[src/rtl/summ_pkg.sv]
// rtl/summ_pkg.sv - shared mode encodings, FSM states and hex-to-segment decoding for summator_acc
package summ_pkg;

    localparam logic [1:0] MODE_ADD     = 2'b00;
    localparam logic [1:0] MODE_SUB     = 2'b01;
    localparam logic [1:0] MODE_ACC_ADD = 2'b10;
    localparam logic [1:0] MODE_ACC_SUB = 2'b11;

    typedef enum logic [1:0] {
        ST_IDLE,
        ST_LATCH,
        ST_EXEC,
        ST_SHOW
    } state_t;

    // Active-low gfedcba patterns, entry 15 (F) first
    localparam logic [15:0][6:0] SEG_TABLE = {
        7'h0E, 7'h06, 7'h21, 7'h46, 7'h03, 7'h08, 7'h10, 7'h00,
        7'h78, 7'h02, 7'h12, 7'h19, 7'h30, 7'h24, 7'h79, 7'h40
    };

    function automatic logic [6:0] hex_to_seg(input logic [3:0] nib);
        return SEG_TABLE[nib];
    endfunction

endpackage

[src/rtl/key_debounce.sv]
// rtl/key_debounce.sv - two-flop synchroniser, stability counter and one-cycle release pulse
module key_debounce #(
    parameter int DEB_CYCLES = 16
) (
    input  logic clk,
    input  logic rst_n,
    input  logic key,
    output logic release_evt
);

    localparam int CW = $clog2(DEB_CYCLES);

    logic          sync1;
    logic          sync2;
    logic          level;
    logic [CW-1:0] cnt;
    logic          accept;

    assign accept = (sync2 != level) && (cnt == CW'(DEB_CYCLES - 1));

    // Idle pad level is high (released), so everything resets to 1
    always_ff @(posedge clk or negedge rst_n) begin
        if (!rst_n) begin
            sync1       <= 1'b1;
            sync2       <= 1'b1;
            level       <= 1'b1;
            cnt         <= '0;
            release_evt <= 1'b0;
        end else begin
            sync1       <= key;
            sync2       <= sync1;
            release_evt <= accept && sync2;
            if (sync2 == level) begin
                cnt <= '0;
            end else if (accept) begin
                level <= sync2;
                cnt   <= '0;
            end else begin
                cnt <= cnt + 1'b1;
            end
        end
    end

endmodule

[src/rtl/summator_acc.sv]
// rtl/summator_acc.sv - switch-driven add/sub/accumulate summator with hex displays; SUMM_ACC_SAT_EN enables accumulator saturation
module summator_acc
    import summ_pkg::*;
#(
    parameter  int W          = 8,
    parameter  int DEB_CYCLES = 16,
    localparam int OD         = (W + 3) / 4,
    localparam int RD         = (W + 4) / 4
) (
    input  logic            clk,
    input  logic            rst_n,
    input  logic            key0,
    input  logic            key1,
    input  logic [1:0]      mode,
    input  logic [2*W-1:0]  SW,
    output logic [7*OD-1:0] seg_a,
    output logic [7*OD-1:0] seg_b,
    output logic [7*RD-1:0] seg_r,
    output logic            LEDG,
    output logic            LEDR,
    output logic            busy
);

    localparam int OW = 4 * OD;
    localparam int RW = 4 * RD;

    logic         clr_evt;
    logic         exe_evt;
    state_t       state;
    state_t       state_nxt;
    logic [W-1:0] a_disp;
    logic [W-1:0] b_disp;
    logic [W-1:0] op_a;
    logic [W-1:0] op_b;
    logic [1:0]   op_mode;
    logic [W-1:0] acc;
    logic [W:0]   res;

    logic         accm;
    logic         sub;
    logic [W-1:0] lhs;
    logic [W-1:0] rhs;
    logic [W:0]   raw;
    logic [W:0]   alu_res;
    logic         alu_ledg;
    logic         alu_ledr;

    key_debounce #(.DEB_CYCLES(DEB_CYCLES)) u_clr_key (
        .clk         (clk),
        .rst_n       (rst_n),
        .key         (key0),
        .release_evt (clr_evt)
    );

    key_debounce #(.DEB_CYCLES(DEB_CYCLES)) u_exe_key (
        .clk         (clk),
        .rst_n       (rst_n),
        .key         (key1),
        .release_evt (exe_evt)
    );

    // Clear pre-empts everything, including a same-cycle execute
    always_comb begin
        state_nxt = state;
        if (clr_evt) begin
            state_nxt = ST_IDLE;
        end else begin
            case (state)
                ST_IDLE:  if (exe_evt) state_nxt = ST_LATCH;
                ST_LATCH: state_nxt = ST_EXEC;
                ST_EXEC:  state_nxt = ST_SHOW;
                ST_SHOW:  state_nxt = ST_IDLE;
                default:  state_nxt = ST_IDLE;
            endcase
        end
    end

    assign busy = (state != ST_IDLE);

    // Accumulate modes use acc as the first operand and A as the second
    always_comb begin
        accm     = (op_mode == MODE_ACC_ADD) || (op_mode == MODE_ACC_SUB);
        sub      = (op_mode == MODE_SUB) || (op_mode == MODE_ACC_SUB);
        lhs      = accm ? acc : op_a;
        rhs      = accm ? op_a : op_b;
        raw      = sub ? ({1'b0, lhs} - {1'b0, rhs}) : ({1'b0, lhs} + {1'b0, rhs});
        alu_ledg = raw[W];
        alu_ledr = ((lhs[W-1] ^ rhs[W-1]) == sub) && (raw[W-1] != lhs[W-1]);
        alu_res  = raw;
`ifdef SUMM_ACC_SAT_EN
        if (accm) begin
            alu_res[W] = 1'b0;
            if (raw[W]) alu_res[W-1:0] = sub ? '0 : '1;
        end
`endif
    end

    always_ff @(posedge clk or negedge rst_n) begin
        if (!rst_n) begin
            state   <= ST_IDLE;
            a_disp  <= '0;
            b_disp  <= '0;
            op_a    <= '0;
            op_b    <= '0;
            op_mode <= MODE_ADD;
            acc     <= '0;
            res     <= '0;
            LEDG    <= 1'b0;
            LEDR    <= 1'b0;
        end else begin
            state  <= state_nxt;
            a_disp <= SW[2*W-1:W];
            b_disp <= SW[W-1:0];
            if (clr_evt) begin
                acc  <= '0;
                res  <= '0;
                LEDG <= 1'b0;
                LEDR <= 1'b0;
            end else if (state == ST_LATCH) begin
                op_a    <= SW[2*W-1:W];
                op_b    <= SW[W-1:0];
                op_mode <= mode;
            end else if (state == ST_EXEC) begin
                res  <= alu_res;
                LEDG <= alu_ledg;
                LEDR <= alu_ledr;
                if (accm) acc <= alu_res[W-1:0];
            end
        end
    end

    logic [OW-1:0] a_pad;
    logic [OW-1:0] b_pad;
    logic [RW-1:0] r_pad;

    assign a_pad = OW'(a_disp);
    assign b_pad = OW'(b_disp);
    assign r_pad = RW'(res);

    for (genvar k = 0; k < OD; k++) begin : g_op_digit
        assign seg_a[7*k +: 7] = hex_to_seg(a_pad[4*k +: 4]);
        assign seg_b[7*k +: 7] = hex_to_seg(b_pad[4*k +: 4]);
    end

    for (genvar k = 0; k < RD; k++) begin : g_res_digit
        assign seg_r[7*k +: 7] = hex_to_seg(r_pad[4*k +: 4]);
    end

endmodule

[config.mk]
export PLATFORM = sky130hd
export DESIGN_NAME = summator_acc
export DESIGN_NICKNAME = d
export VERILOG_FILES = /design/src/rtl/summ_pkg.sv /design/src/rtl/key_debounce.sv /design/src/rtl/summator_acc.sv
export SDC_FILE = /design/constraint.sdc
export NUM_CORES = 1
export LEC_CHECK = 0
export ABC_AREA = 1
export ABC_CLOCK_PERIOD_IN_PS = 2800
export BUFFER_PORTS_ARGS = -buffer_cell sky130_fd_sc_hd__buf_4
export CORE_UTILIZATION = 58
export CTS_BUF_LIST = sky130_fd_sc_hd__clkbuf_4 sky130_fd_sc_hd__clkbuf_8 sky130_fd_sc_hd__clkbuf_16
export CTS_CLUSTER_DIAMETER = 40
export DETAILED_ROUTE_END_ITERATION = 8
export PLACE_DENSITY = 0.81
export SLEW_MARGIN = 20
export SYNTH_ARGS = -nofsm -noshare
export SYNTH_HDL_FRONTEND = slang
export SYNTH_HIERARCHICAL = 1
export SYNTH_SLANG_ARGS = --single-unit
[constraint.sdc]
create_clock -name clk -period 2.8 [get_ports clk]
set_input_delay 0.42 -clock clk [delete_from_list [all_inputs] [get_ports clk]]
set_output_delay 0.42 -clock clk [all_outputs]
set_load 0.005 [all_outputs]
==> results of run 1 <==
## path summary, 6_finish.rpt
| check | from | to | slack [ns] | depth (start not counted) |
|---|---|---|---|---|
| min in group clk | key0 | u_clr_key/sync1 | 0.18 | 1 |
| worst min-delay path | rst_n | u_clr_key/cnt[2] | 0.17 | 1 |
| worst min register to register | u_exe_key/sync1 | u_exe_key/sync2 | 0.36 | 0 |
| worst max register to register | op_mode[1] | res[6] | 0.17 | 15 |
| worst max-delay path | op_mode[1] | res[6] | 0.17 | 15 |
| max in group asynchronous | rst_n | op_mode[1] | 2.03 | 1 |
## cells by family (layout without fill, tap and decap cells)
logic type / after synthesis / in the layout
flops: 70 / 70
compound gates: 127 / 127
xor+xnor: 5 / 5
other cells: 2 / 3
buf+inv: 93 / 165
fa+ha+maj: 49 / 49
mux: 9 / 9
simple gates: 241 / 241
## cell usage after synthesis (all sizes together) (5+ instances only)
cell,instances
nor2,50
dfstp,6
a21oi,53
o21ai,53
buf,14
inv,69
ha,48
mux2,9
nand3,30
nand2,152
dfrtp,64
clkbuf,6
nor3,5
## metal layers
metal | up-vias | part of all wire | track usage
li1 | 2064 | - | -
met1 | 1908 | 0.45 | 0.324
met2 | 126 | 0.50 | 0.417
met3 | 13 | 0.048 | 0.0484
met4 | 0 | 0.011 | 0.0744
met5 | - | 0 | 0
## critical path, stage by stage (launching register included)
cell                       delay (ns)
sky130_fd_sc_hd__dfrtp_2         0.47
sky130_fd_sc_hd__buf_4           0.19
sky130_fd_sc_hd__nand2_2         0.09
sky130_fd_sc_hd__o21ai_4         0.07
sky130_fd_sc_hd__nand2_1         0.10
sky130_fd_sc_hd__nor2_1          0.05
sky130_fd_sc_hd__nand2_1         0.08
sky130_fd_sc_hd__nand2_1         0.08
sky130_fd_sc_hd__o22a_1          0.19
sky130_fd_sc_hd__ha_1            0.31
sky130_fd_sc_hd__inv_2           0.11
sky130_fd_sc_hd__o21ai_1         0.12
sky130_fd_sc_hd__o21bai_1        0.19
sky130_fd_sc_hd__or2_2           0.28
sky130_fd_sc_hd__nand2_1         0.08
sky130_fd_sc_hd__o21ai_0         0.07
## stage by stage
stage / instances / total power, mW / cell area (µm²) / hold WS [ns] / setup TNS, ns
final: 771 / 6.73 / 5540 / 0.171 / 0
after global routing: 771 / 7.43 / 5540 / 0.159 / -0.0139
after CTS: 770 / 6.59 / 5500 / 0.165 / 0
after detailed placement: 754 / 5.85 / 5330 / 0.347 / 0
after global placement: 754 / 5.71 / 5330 / 0.348 / 0
after floorplan: 597 / 4.74 / 4770 / 0.124 / 0
## flip-flops by register name (all words and copies together) (netlist names), 2 cells and up
signal / flops
b_disp: 8
op_mode: 2
acc: 8
a_disp: 8
op_a: 8
state: 2
u_clr_key/cnt: 4
u_exe_key/cnt: 4
op_b: 8
res: 8
## layout make-up
cell class | count | area [µm²] | share of cell area
Inverter | 73 | 277 | 0.0499
Multi-Input combinational cell | 434 | 2630 | 0.475
Sequential cell | 70 | 1760 | 0.318
Tap cell | 102 | 128 | 0.0230
Timing Repair Buffer | 76 | 571 | 0.103
Clock buffer | 12 | 153 | 0.0276
Clock inverter | 4 | 22.5 | 0.00407
## power by group through the flow
stage          logic (mW)  clock network, mW  registers, mW
6_report             4.43              0.717           1.59
5_1_grt              5.02              0.777           1.63
4_1_cts              4.27              0.736           1.58
3_5_place_dp         4.25                  0           1.60
3_3_place_gp         4.12                  0           1.59
2_1_floorplan        3.23                  0           1.51
## what timing repair did
action | 4_1_cts | 5_1_grt
resized for setup | 0 | 11
hold endpoints to repair | 0 | 0
endpoints found under the setup margin | 0 | 10
setup buffers | 0 | 1
hold buffers | 0 | 0
==> results.txt, run 1 <==
----------------------------------------------------
[Placement]
  Post-placement worst setup slack ... 0.0294 ns
  HPWL Detailed ... 7410 µm
  Number of I/O port buffers ... 70
  Routability-driven placement congestion ratio ... 0.891

[Cells and area]
  Fraction of layout cells with a size suffix above 1 ... 0.235
  Layout Area Growth over Synthesis ... 16.3%
  Most frequent standard cell in the layout excluding fill and tap cells ... sky130_fd_sc_hd__nand2_1
  Most used cells in the layout excluding fill and tap cells ... 136 x sky130_fd_sc_hd__nand2_1, 76 x sky130_fd_sc_hd__buf_4, 65 x sky130_fd_sc_hd__inv_1
  Final core utilization ... 0.706
  Diodes inserted ... 0
  Final Net Count ... 735
  Fill count ... 626

[Worst setup path]
  Crit. End Element ... register
  Maximum net fanout on the critical path ... 6
  Critical path start-end classification ... register to register
  Required time reported for the critical path endpoint ... 2.98 ns
  Critical Path AT ... 2.81 ns
  Startpoint kind of the worst setup timing path ... register

[Synthesis]
  Distinct cell type count after synthesis ... 42
  Dominant combinational cell family by area after synthesis ... simple AND/OR/NAND/NOR gates
  Area of the mapped netlist ... 4760 µm²
  Fraction of synthesized area in multiplexers ... 0.0213
  Synth top area cells ... sky130_fd_sc_hd__dfrtp_1 34%, sky130_fd_sc_hd__ha_1 13%, sky130_fd_sc_hd__nand2_1 11%
  Post-synthesis share of cell area spent on full adders, half adders and majority gates ... 0.130
  Sequential fraction of the synthesis area ... 0.369
  Warning count from the yosys run ... 6
  Average instance area after synthesis ... 7.99 µm²
  Cell taking the most area after synthesis ... sky130_fd_sc_hd__dfrtp_1
  Share of the synthesized area in compound gates (AO/OA/AOI/OAI) ... 0.153
  Number of enable-type register cells in the synthesized netlist ... 0
  Async set-or-reset flop fraction in the synthesized netlist ... 1.00
  Primary flip-flop cell chosen by synthesis mapping ... sky130_fd_sc_hd__dfrtp_1
  Area share of and/or/nand/nor cells after synthesis ... 0.230
  Fraction of post-synthesis cell area in the top cell type by area ... 0.336
  Register bit total from synthesis ... 70
  Xor/xnor cell area share of the yosys netlist ... 0.00919
  Number of instances in the synthesized netlist ... 596

[Global route]
  Largest net degree at the start of global routing ... 71
  Number of global-route vias before repair ... 3,872
  Total routing resource utilization after global routing ... 0.248
  Congestion Overflow GR ... 0
  Number of antenna violations at the first check in global routing ... 0
  First-pass GRT wire length ... 17,000 µm

[CTS]
  Longest Clk Path Bufs ... 2
  Num Clock Sinks ... 70
  Max H-tree Level ... 3
  TritonCTS clock tree ... built
  Total CTS buffers ... 9
  Insertion delay of the later-clocked pin in the worst-skew pair ... 0.34 ns
  Root cell of the clock tree ... sky130_fd_sc_hd__clkbuf_8
  Clock Pin Slew Worst Setup and Hold Paths ... 0.07 ns

[Timing]
  Final WS setup ... 0.168 ns
  RSZ-0062 raised after global routing ... yes
  Tcrit/Tclk final ... 0.940
  Pins Over Slew Limit ... 0
  Shortest period the worst path allows ... 2.63 ns
  Final Hold Fails ... 0
  Transition time of the tightest slew-check pin ... 0.851 ns
  Endpoints failing setup ... 0
  Max-slew headroom at the worst pin ... 0.430
  Fin Clk Skew ... 0.00789 ns
  Highest clock frequency the design can meet ... 380 MHz

[Power]
  Fraction of power spent switching nets ... 0.485
  Leak Pwr ... 2.91 nW
  Total internal power ... 3.46 mW
  Power per cell area ... 1220 nW/µm²
  Peak supply drop ... 0.785 mV
  Register share of total power ... 0.236
  Share of total power in combinational logic ... 0.657
  Switching Power ... 3.27 mW
  Relative contribution of the clock network to total power ... 0.107

[Die]
  # rows ... 32
  Initial Utilization ... 0.607
  Die extent in x ... 92.6 µm
  Die Outline Area ... 8580 µm²
  Standard cell core area ... 7850 µm²
  Number of top-level pins ... 74
  Die span in y ... 92.6 µm

[Job]
  Maximum capacitance violations ... 0

[Run status]
  Run status ... complete, no violations

[Drt]
  Iteration-0 DRC Markers ... 260
  Detailed Routing Iterations Pass 1 ... 5
  Via density ... 5.33
  Final wirelength ... 9700 µm
  DRC violations left ... 0
  Via Count ... 4,111
  Final ANT Viol Nets ... 0
  Routed length per instance ... 12.6 µm

[Hold path]
  Class of the worst hold path ... input pin to asynchronous set/reset pin

----------------------------------------------------
Power figures use the tool's default switching activity.
==> run 2: changes to the inputs <==
--- a/config.mk
+++ b/config.mk
@@ -6,13 +6,13 @@
 export NUM_CORES = 1
 export LEC_CHECK = 0
 export ABC_AREA = 1
-export ABC_CLOCK_PERIOD_IN_PS = 2800
+export ABC_CLOCK_PERIOD_IN_PS = 2100
 export BUFFER_PORTS_ARGS = -buffer_cell sky130_fd_sc_hd__buf_4
-export CORE_UTILIZATION = 58
+export CORE_UTILIZATION = 52
 export CTS_BUF_LIST = sky130_fd_sc_hd__clkbuf_4 sky130_fd_sc_hd__clkbuf_8 sky130_fd_sc_hd__clkbuf_16
 export CTS_CLUSTER_DIAMETER = 40
 export DETAILED_ROUTE_END_ITERATION = 8
-export PLACE_DENSITY = 0.81
+export PLACE_DENSITY = 0.77
 export SLEW_MARGIN = 20
 export SYNTH_ARGS = -nofsm -noshare
 export SYNTH_HDL_FRONTEND = slang
==> constraint.sdc (replaced) <==
create_clock -name clk -period 2.1 [get_ports clk]
set_input_delay 0.315 -clock clk [delete_from_list [all_inputs] [get_ports clk]]
set_output_delay 0.315 -clock clk [all_outputs]
set_load 0.005 [all_outputs]
==> run 2 against run 1 <==
Against the previous run:
- the run now ends with design-rule violations, negative setup slack left
- flip-flop and latch count unchanged
- hold slack got worse by 0.14 ns
- worst setup slack got worse by 0.63 ns
- critical endpoint unchanged
- via count up 9.6%
- count of clock-buffer cells in the layout is 1 higher
- non-clock buffer count rose by 51
- highest routed layer unchanged
- global-route usage fell by 0.71 points
==> results.txt, run 2 (same netlist as run 1, synthesis figures left out) <==
----------------------------------------------------
[Drt]
  Iteration-0 DRC Markers ... 262
  Final ANT Viol Nets ... 0
  Via density ... 5.44
  DRC violations left ... 18
  Routed length per instance ... 14.7 µm
  Via Count ... 4,505
  Detailed Routing Iterations Pass 1 ... 7
  Final wirelength ... 12,200 µm

[Cells and area]
  Diodes inserted ... 0
  Fraction of layout cells with a size suffix above 1 ... 0.381
  Most frequent standard cell in the layout excluding fill and tap cells ... sky130_fd_sc_hd__nand2_1
  Most used cells in the layout excluding fill and tap cells ... 115 x sky130_fd_sc_hd__nand2_1, 110 x sky130_fd_sc_hd__buf_4, 59 x sky130_fd_sc_hd__dfrtp_1
  Layout Area Growth over Synthesis ... 34.9%
  Final Net Count ... 786
  Fill count ... 591

[Placement]
  Post-placement worst setup slack ... -0.422 ns
  HPWL Detailed ... 7980 µm
  Routability-driven placement congestion ratio ... 0.893
  Number of I/O port buffers ... 70

[Global route]
  Number of antenna violations at the first check in global routing ... 0
  Total routing resource utilization after global routing ... 0.241
  Congestion Overflow GR ... 0
  Number of global-route vias before repair ... 4,267
  Largest net degree at the start of global routing ... 62
  First-pass GRT wire length ... 18,600 µm

[Die]
  # rows ... 34
  Die extent in x ... 97.7 µm
  Die Outline Area ... 9550 µm²
  Initial Utilization ... 0.541
  Standard cell core area ... 8810 µm²
  Die span in y ... 97.7 µm
  Number of top-level pins ... 74

[Worst setup path]
  Critical path's slowest cell ... sky130_fd_sc_hd__dfrtp_2
  Startpoint kind of the worst setup timing path ... register
  Critical R2R Launch ... op_mode[1]
  Critical path start-end classification ... register to register
  Required time reported for the critical path endpoint ... 2.32 ns
  Crit. End Element ... register
  Sequence of cells on the critical path ... buf_12 -> o21ai_4 -> nor2_4 -> buf_4 -> nand2_4 -> nand2_4 -> o22a_1 -> ha_4 -> inv_4 -> o21ai_4 -> o21bai_4 -> buf_6 -> a21oi_4 -> nand2_2 -> o21ai_1
  R2r endpoint ... res[6]
  Depth of the worst register-to-register path ... 15
  Slowest stage delay, CP ... 0.45 ns
  Reg2reg setup slack ... -0.46 ns
  Critical Path AT ... 2.78 ns
  Maximum net fanout on the critical path ... 5

[Timing]
  Transition time of the tightest slew-check pin ... 0.748 ns
  Final Hold Fails ... 0
  Final WS setup ... -0.464 ns
  Setup total negative slack ... -4.82 ns
  Tcrit/Tclk final ... 1.22
  Highest clock frequency the design can meet ... 390 MHz
  Shortest period the worst path allows ... 2.56 ns
  Endpoints failing setup ... 15
  Fin Clk Skew ... 0.00822 ns
  RSZ-0062 raised after global routing ... yes
  Pins Over Slew Limit ... 0
  Max-slew headroom at the worst pin ... 0.501

[Job]
  Maximum capacitance violations ... 0

[CTS]
  Root cell of the clock tree ... sky130_fd_sc_hd__clkbuf_8
  CTS Hold Buffers Added ... 0
  Total CTS buffers ... 9
  Num Clock Sinks ... 70
  Insertion delay of the later-clocked pin in the worst-skew pair ... 0.35 ns
  TritonCTS clock tree ... built
  Max H-tree Level ... 3
  Clock Pin Slew Worst Setup and Hold Paths ... 0.07 ns
  Longest Clk Path Bufs ... 2

[Run status]
  Run status ... finished, violations left
  Failing checks ... design-rule violations, negative setup slack

[Hold path]
  Class of the worst hold path ... input pin to asynchronous set/reset pin

----------------------------------------------------
## run 2: changes by cell type in the layout (fill, tap and decap cells not counted), moves of 11 or more
cell / before / now
sky130_fd_sc_hd__buf_4: 76 / 110
sky130_fd_sc_hd__nand2_1: 136 / 115
sky130_fd_sc_hd__o21ai_0: 41 / 27
sky130_fd_sc_hd__buf_6: 0 / 13
sky130_fd_sc_hd__nand2_2: 10 / 21
## run 2: per-layer routing
metal / share of wire / track usage / vias to the layer above
li1: - / - / 2177
met5: 0 / 0 / -
met1: 0.40 / 0.281 / 2146
met4: 0.029 / 0.0979 / 0
met2: 0.52 / 0.428 / 147
met3: 0.049 / 0.0532 / 35
## run 2: worst max-delay path by stage
stage | from | to | slack [ns] | depth (start not counted)
3_3_place_gp | op_mode[1] | res[7] | -0.30 | 16
6_report | op_mode[1] | res[6] | -0.46 | 15
4_1_cts | op_mode[1] | LEDR | -0.37 | 19
3_5_place_dp | op_mode[1] | res[6] | -0.42 | 15
2_1_floorplan | op_mode[1] | res[7] | -0.26 | 16
5_1_grt | op_mode[1] | LEDR | -0.61 | 15
## run 2: through the flow
stage / utilization / instance area [µm²] / instances / hold WS (ns)
after floorplan: - / 4810 / 597 / 0.0194
after global placement: 0.644 / 5670 / 796 / 0.347
after detailed placement: 0.644 / 5670 / 796 / 0.349
after CTS: 0.693 / 6100 / 821 / 0.0455
after global routing: 0.730 / 6430 / 828 / 0.0558
final: 0.730 / 6430 / 828 / 0.0265
## run 2: repair_timing
| action | 4_1_cts | 5_1_grt |
|---|---|---|
| gates cloned | 1 | 0 |
| pin swaps | 26 | 38 |
| endpoints found under the hold margin | 0 | 0 |
| gates resized for setup | 36 | 85 |
| setup endpoints to repair | 14 | 22 |
| setup buffers | 8 | 10 |
## run 2: layout make-up
type / instances / area (µm²) / share of cell area
clock inverters: 3 / 42.5 / 0.00662
inverters: 73 / 288 / 0.0448
multi-input cells: 434 / 2980 / 0.463
flip-flops and latches: 70 / 1770 / 0.275
well taps: 108 / 135 / 0.0210
clock buffers: 13 / 166 / 0.0259
repair buffers: 127 / 1050 / 0.164
## run 2: critical path, delay by kind of cell (launching register included)
kind	cells	cell delay (ns)
compound gates	6	0.89
simple gates	4	0.28
fa+ha+maj	1	0.31
flops	1	0.45
buf+inv	4	0.49
Power of run 2 is not shown: default switching activity piles up to over one toggle a cycle in this logic, so the estimate is an artifact.
==> run 3: changes to the inputs <==
--- a/config.mk
+++ b/config.mk
@@ -8,6 +8,7 @@
 export ABC_AREA = 1
 export ABC_CLOCK_PERIOD_IN_PS = 2100
 export BUFFER_PORTS_ARGS = -buffer_cell sky130_fd_sc_hd__buf_4
+export CORE_ASPECT_RATIO = 2
 export CORE_UTILIZATION = 52
 export CTS_BUF_LIST = sky130_fd_sc_hd__clkbuf_4 sky130_fd_sc_hd__clkbuf_8 sky130_fd_sc_hd__clkbuf_16
 export CTS_CLUSTER_DIAMETER = 40
==> run 3 against run 2 <==
Against the previous run:
- the run ends with negative setup slack left
- flip-flop and latch count did not move
- die area grew 0.25%
- count of clock-buffer cells in the layout shrank 1
- sequential share of layout area increased by 0.31 points
- first-iteration DRC count shrank 30%
- clock skew is 0.0035 ns lower
- via count decreased by 1.2%
- worst setup slack got worse by 0.12 ns
- non-clock buffer count is 8 lower
- maximum frequency shrank 4.4%
- design area shrank 1.4%
==> results.txt, run 3 (same netlist as run 1, synthesis figures left out) <==
----------------------------------------------------
[Run status]
  Run status ... finished, violations left
  Failing checks ... negative setup slack

[Placement]
  HPWL Detailed ... 8610 µm
  Routability-driven placement congestion ratio ... 0.857
  Number of I/O port buffers ... 70

[Timing]
  RSZ-0062 raised after global routing ... yes
  Max-slew headroom at the worst pin ... 0.496
  Pins Over Slew Limit ... 0
  Fin Clk Skew ... 0.00472 ns
  Endpoints failing setup ... 16
  Shortest period the worst path allows ... 2.68 ns
  Tcrit/Tclk final ... 1.28
  Final WS setup ... -0.583 ns
  Highest clock frequency the design can meet ... 373 MHz
  Final Hold Fails ... 0
  Transition time of the tightest slew-check pin ... 0.756 ns

[Drt]
  Highest routed metal layer ... met4
  Routed length per instance ... 15.3 µm
  DRC violations left ... 0
  Routed length on met1 ... 4370 µm
  Detailed Routing Iterations Pass 1 ... 4
  Detailed-routed wire length on met2 ... 6960 µm
  Via density ... 5.47
  Met3 WL ... 415 µm
  Iteration-0 DRC Markers ... 183
  Via Count ... 4,451
  Final ANT Viol Nets ... 0
  Final wirelength ... 12,400 µm

[Global route]
  Congestion Overflow GR ... 0
  Largest net degree at the start of global routing ... 62
  Number of global-route vias before repair ... 4,363
  First-pass GRT wire length ... 19,000 µm
  Total routing resource utilization after global routing ... 0.254
  Number of antenna violations at the first check in global routing ... 0

[Hold path]
  Class of the worst hold path ... input pin to asynchronous set/reset pin

[Job]
  Maximum capacitance violations ... 0

[Die]
  Die extent in x ... 69.7 µm
  Die Outline Area ... 9570 µm²
  Initial Utilization ... 0.532
  Standard cell core area ... 8950 µm²
  # rows ... 49
  Number of top-level pins ... 74
  Die span in y ... 137 µm

[Worst setup path]
  Maximum net fanout on the critical path ... 6
  Most Frequent Cell on Critical Path ... sky130_fd_sc_hd__nand2_4
  Critical Path AT ... 2.91 ns
  Slowest stage delay, CP ... 0.49 ns
  Reg2reg setup slack ... -0.58 ns
  Start point of the critical path ... op_mode[1]
  R2r endpoint ... LEDR
  Sequence of cells on the critical path ... buf_12 -> nand2_4 -> o21ai_4 -> nor2_4 -> nand2_2 -> nand2_4 -> o21ai_2 -> xor2_1 -> ha_1 -> nand2_2 -> nor3_4 -> nand2_4 -> nand2_4 -> nand2_2 -> nand3_2 -> nand2_1 -> nand2_1 -> nand2_1
  Critical R2R Launch ... op_mode[1]
  Timing endpoint of the critical path ... LEDR
  Depth of the worst register-to-register path ... 18
  Critical path start-end classification ... register to register
  Required time reported for the critical path endpoint ... 2.33 ns
  Critical path's slowest cell ... sky130_fd_sc_hd__dfrtp_2
  Crit. End Element ... register
  Startpoint kind of the worst setup timing path ... register

[Cells and area]
  Diodes inserted ... 0
  Fraction of layout cells with a size suffix above 1 ... 0.341
  Most used cells in the layout excluding fill and tap cells ... 125 x sky130_fd_sc_hd__nand2_1, 111 x sky130_fd_sc_hd__buf_4, 63 x sky130_fd_sc_hd__dfrtp_1
  Fill count ... 643
  Final Net Count ... 778
  Final core utilization ... 0.708
  Layout Area Growth over Synthesis ... 33.0%
  Most frequent standard cell in the layout excluding fill and tap cells ... sky130_fd_sc_hd__nand2_1

[CTS]
  TritonCTS clock tree ... built
  Clock Pin Slew Worst Setup and Hold Paths ... 0.06 ns
  Insertion delay of the later-clocked pin in the worst-skew pair ... 0.34 ns
  Num Clock Sinks ... 70
  Root cell of the clock tree ... sky130_fd_sc_hd__clkbuf_16
  Max H-tree Level ... 3
  Longest Clk Path Bufs ... 2
  Total CTS buffers ... 9

----------------------------------------------------
## run 3: worst min-delay path by stage
stage	to	slack, ns
after floorplan	LEDG	0.02
after global placement	u_exe_key/sync2	0.35
after detailed placement	u_exe_key/sync2	0.35
after CTS	res[1]	0.08
after global routing	u_clr_key/sync1	0.08
final	res[0]	0.05
## run 3: what timing repair did
action                     4_1_cts  5_1_grt
setup endpoints to repair       15       18
buffers inserted                 5        5
hold buffers                     0        0
pin swaps                       21       22
gates resized for setup         41       35
gates cloned                     1        0
## run 3: final cells by class
cell class              instances  area (µm²)  share of cell area
multi-input cells             434        2910               0.459
clock buffers                  12         248              0.0391
clock inverters                 4        47.5             0.00750
well taps                     102         128              0.0201
inverters                      73         279              0.0440
flip-flops and latches         70        1760               0.278
repair buffers                119         966               0.152
## run 3: per-layer routing
| layer | up-vias | GRT usage |
|---|---|---|
| li1 | 2149 | - |
| met1 | 2083 | 0.239 |
| met2 | 162 | 0.487 |
| met3 | 57 | 0.0388 |
| met4 | 0 | 0.186 |
| met5 | - | 0 |
## run 3: per-stage QoR
stage	setup WS, ns	instances	area (µm²)	setup TNS, ns	hold WS [ns]
after floorplan	-0.259	597	4810	-1.34	0.0194
after global placement	-0.348	789	5660	-3.28	0.347
after detailed placement	-0.434	789	5660	-4.56	0.348
after CTS	-0.411	811	6170	-3.82	0.0766
after global routing	-0.697	814	6340	-7.15	0.0763
final	-0.583	814	6340	-5.64	0.0492
## run 3: worst max-delay path: cells and delay by family (launching register included)
kind / cells / cell delay [ns]
AOI/OAI and AO/OA: 2 / 0.14
adders and majority gates: 1 / 0.39
DFF: 1 / 0.49
buffers and inverters: 1 / 0.18
and+or+nand+nor: 13 / 1.25
xor gates and xnor gates: 1 / 0.14
Power of run 3 is left out for the same reason.
